File: config.mk
export PLATFORM = sky130hd
export DESIGN_NAME = pmem_burst_adapter
export DESIGN_NICKNAME = d
export VERILOG_FILES = /design/src/rtl/pmem_burst_adapter.sv
export SDC_FILE = /design/constraint.sdc
export NUM_CORES = 2
export LEC_CHECK = 0
export CORE_MARGIN = 2
export CORE_UTILIZATION = 29
export DETAILED_ROUTE_END_ITERATION = 16
export GPL_TIMING_DRIVEN = 0
export SLEW_MARGIN = 20
export SYNTH_ARGS = -nofsm -noshare
export SYNTH_HDL_FRONTEND = slang
export SYNTH_SLANG_ARGS = --single-unit
File: constraint.sdc
create_clock -name clk -period 3.1 [get_ports clk]
set_input_delay 0.465 -clock clk [delete_from_list [all_inputs] [get_ports clk]]
set_output_delay 0.465 -clock clk [all_outputs]
set_load 0.02 [all_outputs]
File: src/rtl/pmem_burst_adapter.sv
// Bridges 256-bit L2 line requests onto a 4-beat, 64-bit memory burst bus.
// The read line is assembled in a private buffer and published to pmem_rdata only on completion.
module pmem_burst_adapter #(
  parameter int LINE_W  = 256,
  parameter int BURST_W = 64
) (
  input  logic                 clk,
  input  logic                 rst,
  input  logic                 pmem_read,
  input  logic                 pmem_write,
  input  logic [31:0]          pmem_address,
  input  logic [LINE_W-1:0]    pmem_wdata,
  output logic [LINE_W-1:0]    pmem_rdata,
  output logic                 pmem_resp,
  output logic                 burst_read,
  output logic                 burst_write,
  output logic [31:0]          burst_address,
  output logic [BURST_W-1:0]   burst_wdata,
  input  logic [BURST_W-1:0]   burst_rdata,
  input  logic                 burst_resp,
  output logic [1:0]           dbg_state
);

  localparam int BEATS  = LINE_W / BURST_W;
  localparam int BEAT_W = $clog2(BEATS);
  localparam int OFF_W  = $clog2(LINE_W / 8);
  localparam logic [BEAT_W-1:0] LAST_BEAT = BEAT_W'(BEATS - 1);

  typedef enum logic [1:0] {
    S_IDLE  = 2'd0,
    S_READ  = 2'd1,
    S_WRITE = 2'd2,
    S_DONE  = 2'd3
  } state_t;

  state_t              state_q, state_d;
  logic [BEAT_W-1:0]   beat_q, beat_d;
  logic [BEAT_W-1:0]   beat_nxt;
  logic [31:0]         addr_q, addr_d;
  logic [LINE_W-1:0]   wdata_q, wdata_d;
  logic [LINE_W-1:0]   line_q, line_d;
  logic [LINE_W-1:0]   rdata_q, rdata_d;
  logic [BURST_W-1:0]  bwdata_q, bwdata_d;
  logic                resp_q, resp_d;
  logic                bread_q, bread_d;
  logic                bwrite_q, bwrite_d;

  // Handshake: the L2 holds pmem_read/pmem_write until a one-cycle pmem_resp;
  // each cycle burst_resp is high while a burst request is up moves exactly one beat.
  always_comb begin
    state_d  = state_q;
    beat_d   = beat_q;
    addr_d   = addr_q;
    wdata_d  = wdata_q;
    line_d   = line_q;
    rdata_d  = rdata_q;
    bwdata_d = bwdata_q;
    resp_d   = 1'b0;
    bread_d  = 1'b0;
    bwrite_d = 1'b0;
    beat_nxt = beat_q + BEAT_W'(1);

    case (state_q)
      S_IDLE: begin
        beat_d = '0;
        // Write has priority when the L2 raises both requests.
        if (pmem_write) begin
          state_d  = S_WRITE;
          addr_d   = {pmem_address[31:OFF_W], {OFF_W{1'b0}}};
          wdata_d  = pmem_wdata;
          bwdata_d = pmem_wdata[BURST_W-1:0];
          bwrite_d = 1'b1;
        end else if (pmem_read) begin
          state_d  = S_READ;
          addr_d   = {pmem_address[31:OFF_W], {OFF_W{1'b0}}};
          bread_d  = 1'b1;
        end
      end

      S_READ: begin
        bread_d = 1'b1;
        if (burst_resp) begin
          line_d[beat_q*BURST_W +: BURST_W] = burst_rdata;
          if (beat_q == LAST_BEAT) begin
            state_d = S_DONE;
            beat_d  = '0;
            bread_d = 1'b0;
            resp_d  = 1'b1;
            rdata_d = line_d;
          end else begin
            beat_d = beat_nxt;
          end
        end
      end

      S_WRITE: begin
        bwrite_d = 1'b1;
        if (burst_resp) begin
          if (beat_q == LAST_BEAT) begin
            state_d  = S_DONE;
            beat_d   = '0;
            bwrite_d = 1'b0;
            resp_d   = 1'b1;
            bwdata_d = '0;
          end else begin
            beat_d   = beat_nxt;
            bwdata_d = wdata_q[beat_nxt*BURST_W +: BURST_W];
          end
        end
      end

      // A request still held here belongs to the transaction just finished.
      S_DONE: begin
        state_d = S_IDLE;
        beat_d  = '0;
      end

      default: begin
        state_d = S_IDLE;
        beat_d  = '0;
      end
    endcase
  end

  always_ff @(posedge clk) begin
    if (rst) begin
      state_q  <= S_IDLE;
      beat_q   <= '0;
      addr_q   <= '0;
      wdata_q  <= '0;
      line_q   <= '0;
      rdata_q  <= '0;
      bwdata_q <= '0;
      resp_q   <= 1'b0;
      bread_q  <= 1'b0;
      bwrite_q <= 1'b0;
    end else begin
      state_q  <= state_d;
      beat_q   <= beat_d;
      addr_q   <= addr_d;
      wdata_q  <= wdata_d;
      line_q   <= line_d;
      rdata_q  <= rdata_d;
      bwdata_q <= bwdata_d;
      resp_q   <= resp_d;
      bread_q  <= bread_d;
      bwrite_q <= bwrite_d;
    end
  end

  assign pmem_rdata    = rdata_q;
  assign pmem_resp     = resp_q;
  assign burst_read    = bread_q;
  assign burst_write   = bwrite_q;
  assign burst_address = addr_q;
  assign burst_wdata   = bwdata_q;
  assign dbg_state     = state_q;

endmodule

Word level (Yosys, flattened, before mapping)
Cells that the tools add are included.
- register bits after elaboration: 871
- latch bits: 0
- memory bits (writable): 0
- memory bits (read-only): 0
- input bits: 357
- output and inout bits: 357
- memories: 0
- $add $sub $neg: 2
- multiply operators: 0
- divide/modulo/power cells: 0
- $lt $le $gt $ge: 0
- equal/unequal tests: 9
- shift operators: 3
- muxes and demuxes: 23
- bitwise operators: 2
- reductions and logical operators: 12
- operators with widths (kind ; count):
    $bwmux 256 ; 1
    $shift 64x34->256 const A ; 1
    $shiftx 256x9->64 ; 1
    $shiftx 64x34->256 ; 1
    $mux 64 ; 3
    $pmux 64 s2 ; 1
    $mux 32 ; 2
    $neg 8->34 ; 1
    $mux 2 ; 6
    $reduce_and 3->1 ; 3
    $eq 2x2->1 const B ; 3
    $mux 1 ; 6
    $pmux 2 s3 ; 1
    $reduce_and 2->1 ; 3
    $ne 2x1->1 const B ; 2
    $ne 2x2->1 const B ; 2
    $pmux 1 s2 ; 2
    $pmux 2 s2 ; 1
    $reduce_bool 2->1 ; 2
    $reduce_or 2->1 ; 2
    $ne 3x3->1 const B ; 1
    $reduce_or 3->1 ; 1
    $add 2x1->2 const B ; 1
    $eq 2x1->1 const B ; 1
    other kinds (2) ; 3

Longest topological paths before layout
- word-level depth: 5
- gate-level depth with buffers: 11

Worst setup path before layout
No wires, ideal clock.
- path type: reg-to-reg
- start: register beat_q[0]
- end: register bwdata_q[43] (netlist: burst_wdata[43])
- arrival: 2.292 ns
- setup slack: 0.674 ns
- stages on the path, launching flop included: 11
- path buffers: 5
- path through: dfxtp_1 inv_2 buf_2 buf_1 ha_1 buf_6 buf_8 buf_2 mux2_2 a222oi_1 a211oi_1
- longest elaborated chain between the ends: 5
- ends and longest elaborated chain (what ; line ; text):
    from (decl) ; 37 ; logic [BEAT_W-1:0] beat_q, beat_d;
    from (signal assigned) ; 139 ; beat_q <= beat_d;
    $add 2x1->2 ; 61 ; beat_nxt = beat_q + BEAT_W'(1);
    $shiftx 256x9->64 ; 107 ; bwdata_d = wdata_q[beat_nxt*BURST_W +: BURST_W];
    $mux 64 * ; 99 ; if (beat_q == LAST_BEAT) begin
    $mux 64 * ; 98 ; if (burst_resp) begin
    $pmux 64 s2 * ; 63 ; case (state_q)
    to (signal assigned) ; 144 ; bwdata_q <= bwdata_d;
    to (decl) ; 43 ; logic [BURST_W-1:0] bwdata_q, bwdata_d;
Every way passes the cells marked *; elsewhere a longest branch is shown, timed or not. The select of a mux whose other input is x is not followed.
A chain may end at the register's enable or synchronous reset.

Worst setup path after layout
- start: register beat_q[0]
- end: register rdata_q[127] (netlist: pmem_rdata[127])
- longest elaborated chain between the ends: 3
- ends and longest elaborated chain (what ; line ; text):
    $neg 8->34 ; 83 ; line_d[beat_q*BURST_W +: BURST_W] = burst_rdata;
    $shiftx 64x34->256 or $shift 64x34->256 (tied branches) ; 83 ;
    $bwmux 256 ; 83 ;
    to (signal assigned) ; 143 ; rdata_q <= rdata_d;
    to (decl) ; 42 ; logic [LINE_W-1:0] rdata_q, rdata_d;
Several ways; a longest one is shown, not always the timed one.

==> results by group <==
STA
  • Setup WS post-layout: 81.39 ps
  • Hold slack: 320.5 ps
  • Post-layout minimum cycle time: 3019 ps
  • Final setup skew: 46.86 ps
  • Hold Fails Final Rpt: 0
  • RSZ-0062 raised after global routing: no
  • Final Cycle Share: 97.37%
  • Slew margin rel.: 24.82%
  • Final slew viol count: 0
  • Setup violations, final: 0
  • Fmax achieved: 331.3 MHz
  • Setup TNS: 0 ps
  • Worst-margin pin slew: 1128 ps

Synth
  • Share of the synthesized area in the top cell type: 49.20%
  • FFs w/ async S/R, synth: 0%
  • Synth unique cells: 45
  • Syn_area_per_cell: 8.822 µm²
  • Number of synthesized flops with an enable pin: 0
  • Largest area contributor in the netlist: dfxtp_1
  • Cell Area, Synth: 0.03263 mm²
  • Sequential share of the synthesized area: 49.20%
  • #FFs+latches synth: 802
  • Main synth FF type: dfxtp_1
  • Post-synth top cells: dfxtp_1, nand2_1, a21oi_1, nor2_1, clkbuf_1
  • Area contributors post-synth: dfxtp_1, nand2_1, a21oi_1, nor2_1, a32oi_1
  • Synthesis Warnings: 0
  • Most frequent cell after synthesis: dfxtp_1
  • Cell count after synthesis: 3699

Critical path
  • CP most frequent cell: buf_2
  • Worst EP required: 3640 ps
  • Max stage delay on crit path: 530 ps
  • CP max FO: 12
  • CP Capture Type: flip-flop
  • R2R setup slack: 80 ps
  • Critical path class: reg -> reg
  • FF-to-FF End: pmem_rdata[127]
  • Reg2reg path depth: 10
  • Reg2reg start: beat_q[0]
  • CP max stage cell: a221oi_1
  • CP Cell Sequence: inv_2 -> buf_2 -> clkbuf_4 -> ha_1 -> buf_6 -> and4b_1 -> buf_2 -> buf_2 -> a221oi_1 -> nor3_1
  • Worst endpoint data arrival time: 3560 ps
  • Nature of the critical path startpoint: flip-flop

Detailed routing
  • DRT Wirelength: 146600 µm
  • Drt drc: 0
  • Via-per-instance ratio: 5.224
  • Final ANT Viol Nets: 0
  • Vias: 31800
  • First-pass detailed-route iteration total: 9
  • 1st-iter DRT viols: 2685
  • Routed WL per cell: 24.07 µm

Floorplan
  • I/O pins: 714
  • Die height: 339.5 µm
  • Initial Util: 29.13%
  • Core Rows: 123
  • Die area: 0.1152 mm²
  • Die X: 339.5 µm
  • Placeable Area: 0.1120 mm²

Global routing
  • Largest net degree at the start of global routing: 15
  • Global-route usage over all layers: 24.40%
  • Vias in the first global route: 31210
  • Global route overflow: 0
  • First-pass GRT wire length: 211000 µm
  • Initial antenna violation count: 33

Layout
  • P&R area growth vs syn: 37.18%
  • Multi-input logic area: 0.01472 mm²
  • Final nets: 4866
  • Sequential Area: 0.01606 mm²
  • Number of fill cells: 11510
  • Fin cells: 6088
  • Share of layout cells above drive strength 1: 10.97%

Place
  • Placed Cells: 5906
  • Final GP Congestion: 0.8988
  • Port bufs: 702
  • DP Wirelength: 111700 µm
  • Post-place setup slack: -494.2 ps

Worst hold path
  • Hold path cells: 3
  • Hold Crit Class: in -> reg
  • Worst Hold Endpoint: burst_address[26]
  • Beginning of the worst hold path: pmem_address[26]

Clock network
  • Setup repair bufs after CTS: 0
  • Number of gates resized after CTS: 4
  • Hold Buf Count CTS: 0
  • Clk root buf: clkbuf_16
  • Worst skew pair latency: 710 ps
  • Clk sink count: 802
  • Max clock buf depth: 3
  • Clock slew at reported path FFs: 60 ps
  • CTS tree: built
  • Num CTS Buffers: 93
  • H-tree depth: 3

Pwr
  • Worst IR Drop VDD: 0.4979 mV
  • Total power: 33.98 mW
  • Leakage power: 15.67 nW
  • Pwr Density: 759.0 mW/mm²

Run status
  • Outcome: finished, final reports clean

Flow run
  • Max_cap viols: 0
==> through the flow <==
| step | cell area [µm²] | utilization [%] |
|---|---|---|
| finish | 44770 | 39.96 |
| CTS | 44720 | 39.91 |
| global placement | 41550 | 37.09 |
| detailed placement | 41580 | 37.11 |
| global route | 44750 | 39.94 |
| floorplan | 32650 | - |
==> state kept, by name, indices dropped and copies added (netlist names) <==
name,flops
beat_q,2
burst_address,27
burst_read,1
burst_wdata,64
burst_write,1
dbg_state,2
line_q,192
pmem_rdata,256
pmem_resp,1
wdata_q,256
==> worst max-delay path: cells and delay by family (launching register included) <==
family / cells / cell delay (ps)
adders and majority gates: 1 / 260
buffers and inverters: 6 / 1370
DFF: 1 / 400
AOI/OAI and AO/OA: 1 / 530
and+or+nand+nor: 2 / 310
==> kinds of logic (layout without fill, tap and decap cells) <==
family	Yosys count	in the layout	synth area share [%]
other cells	1	15	0.01149
simple gates	1427	1427	19.69
fa+ha+maj	8	8	0.3067
buf+inv	397	1272	5.786
compound gates	933	933	20.09
mux	131	131	4.915
flops	802	802	49.20
==> placed cells by master (no fill, tap or decap), types with 23 or more instances in the layout <==
| cell type | instances |
|---|---|
| nand3_1 | 131 |
| a32oi_1 | 128 |
| nand3b_1 | 56 |
| nand2_1 | 640 |
| clkbuf_16 | 93 |
| clkdlybuf4s50_1 | 702 |
| dfxtp_1 | 801 |
| mux2_2 | 70 |
| buf_2 | 137 |
| clkbuf_8 | 23 |
| o21ai_1 | 57 |
| a222oi_1 | 64 |
| nor2_1 | 327 |
| a311oi_1 | 64 |
| nor3_1 | 98 |
| mux2_4 | 35 |
| mux2_1 | 24 |
| a221oi_1 | 97 |
| a211oi_1 | 63 |
| nand2b_1 | 123 |
| a21oi_1 | 422 |
| nor3_2 | 30 |
| clkbuf_1 | 220 |
| a221oi_2 | 31 |
==> final cells by class <==
type                    instances  share of cell area (%)
multi-input cells            2504                   32.88
repair buffers                703                   15.76
well taps                    1500                   4.193
diodes                         10                 0.05590
clock buffers                 143                   6.132
clock inverters                29                  0.8441
flip-flops and latches        802                   35.87
inverters                       8                 0.06708
plain buffers                 389                   4.193
==> worst max-delay path by stage <==
stage                   start         endpoint  slack, ps  depth (start not counted)
CTS                 beat_q[0]  pmem_rdata[126]         10                         10
floorplan           beat_q[0]  burst_wdata[43]        670                         10
detailed placement  beat_q[0]      line_q[190]       -490                          9
global route        beat_q[0]  pmem_rdata[127]          6                         10
finish              beat_q[0]  pmem_rdata[127]         80                         10
global placement          rst      burst_write       -620                          4
==> where the power goes <==
group | internal (mW) | switching [mW]
registers | 11.6 | 0.903
logic | 3.75 | 6.48
clock network | 6.49 | 4.77
==> layer usage <==
metal	track usage [%]	vias up	routed length, µm
li1	-	14840	-
met1	28.74	15310	57140
met2	42.54	1343	71250
met3	6.575	278	12780
met4	8.453	34	5157
met5	0	-	227
Note: power is estimated with default switching activity, not from simulation.
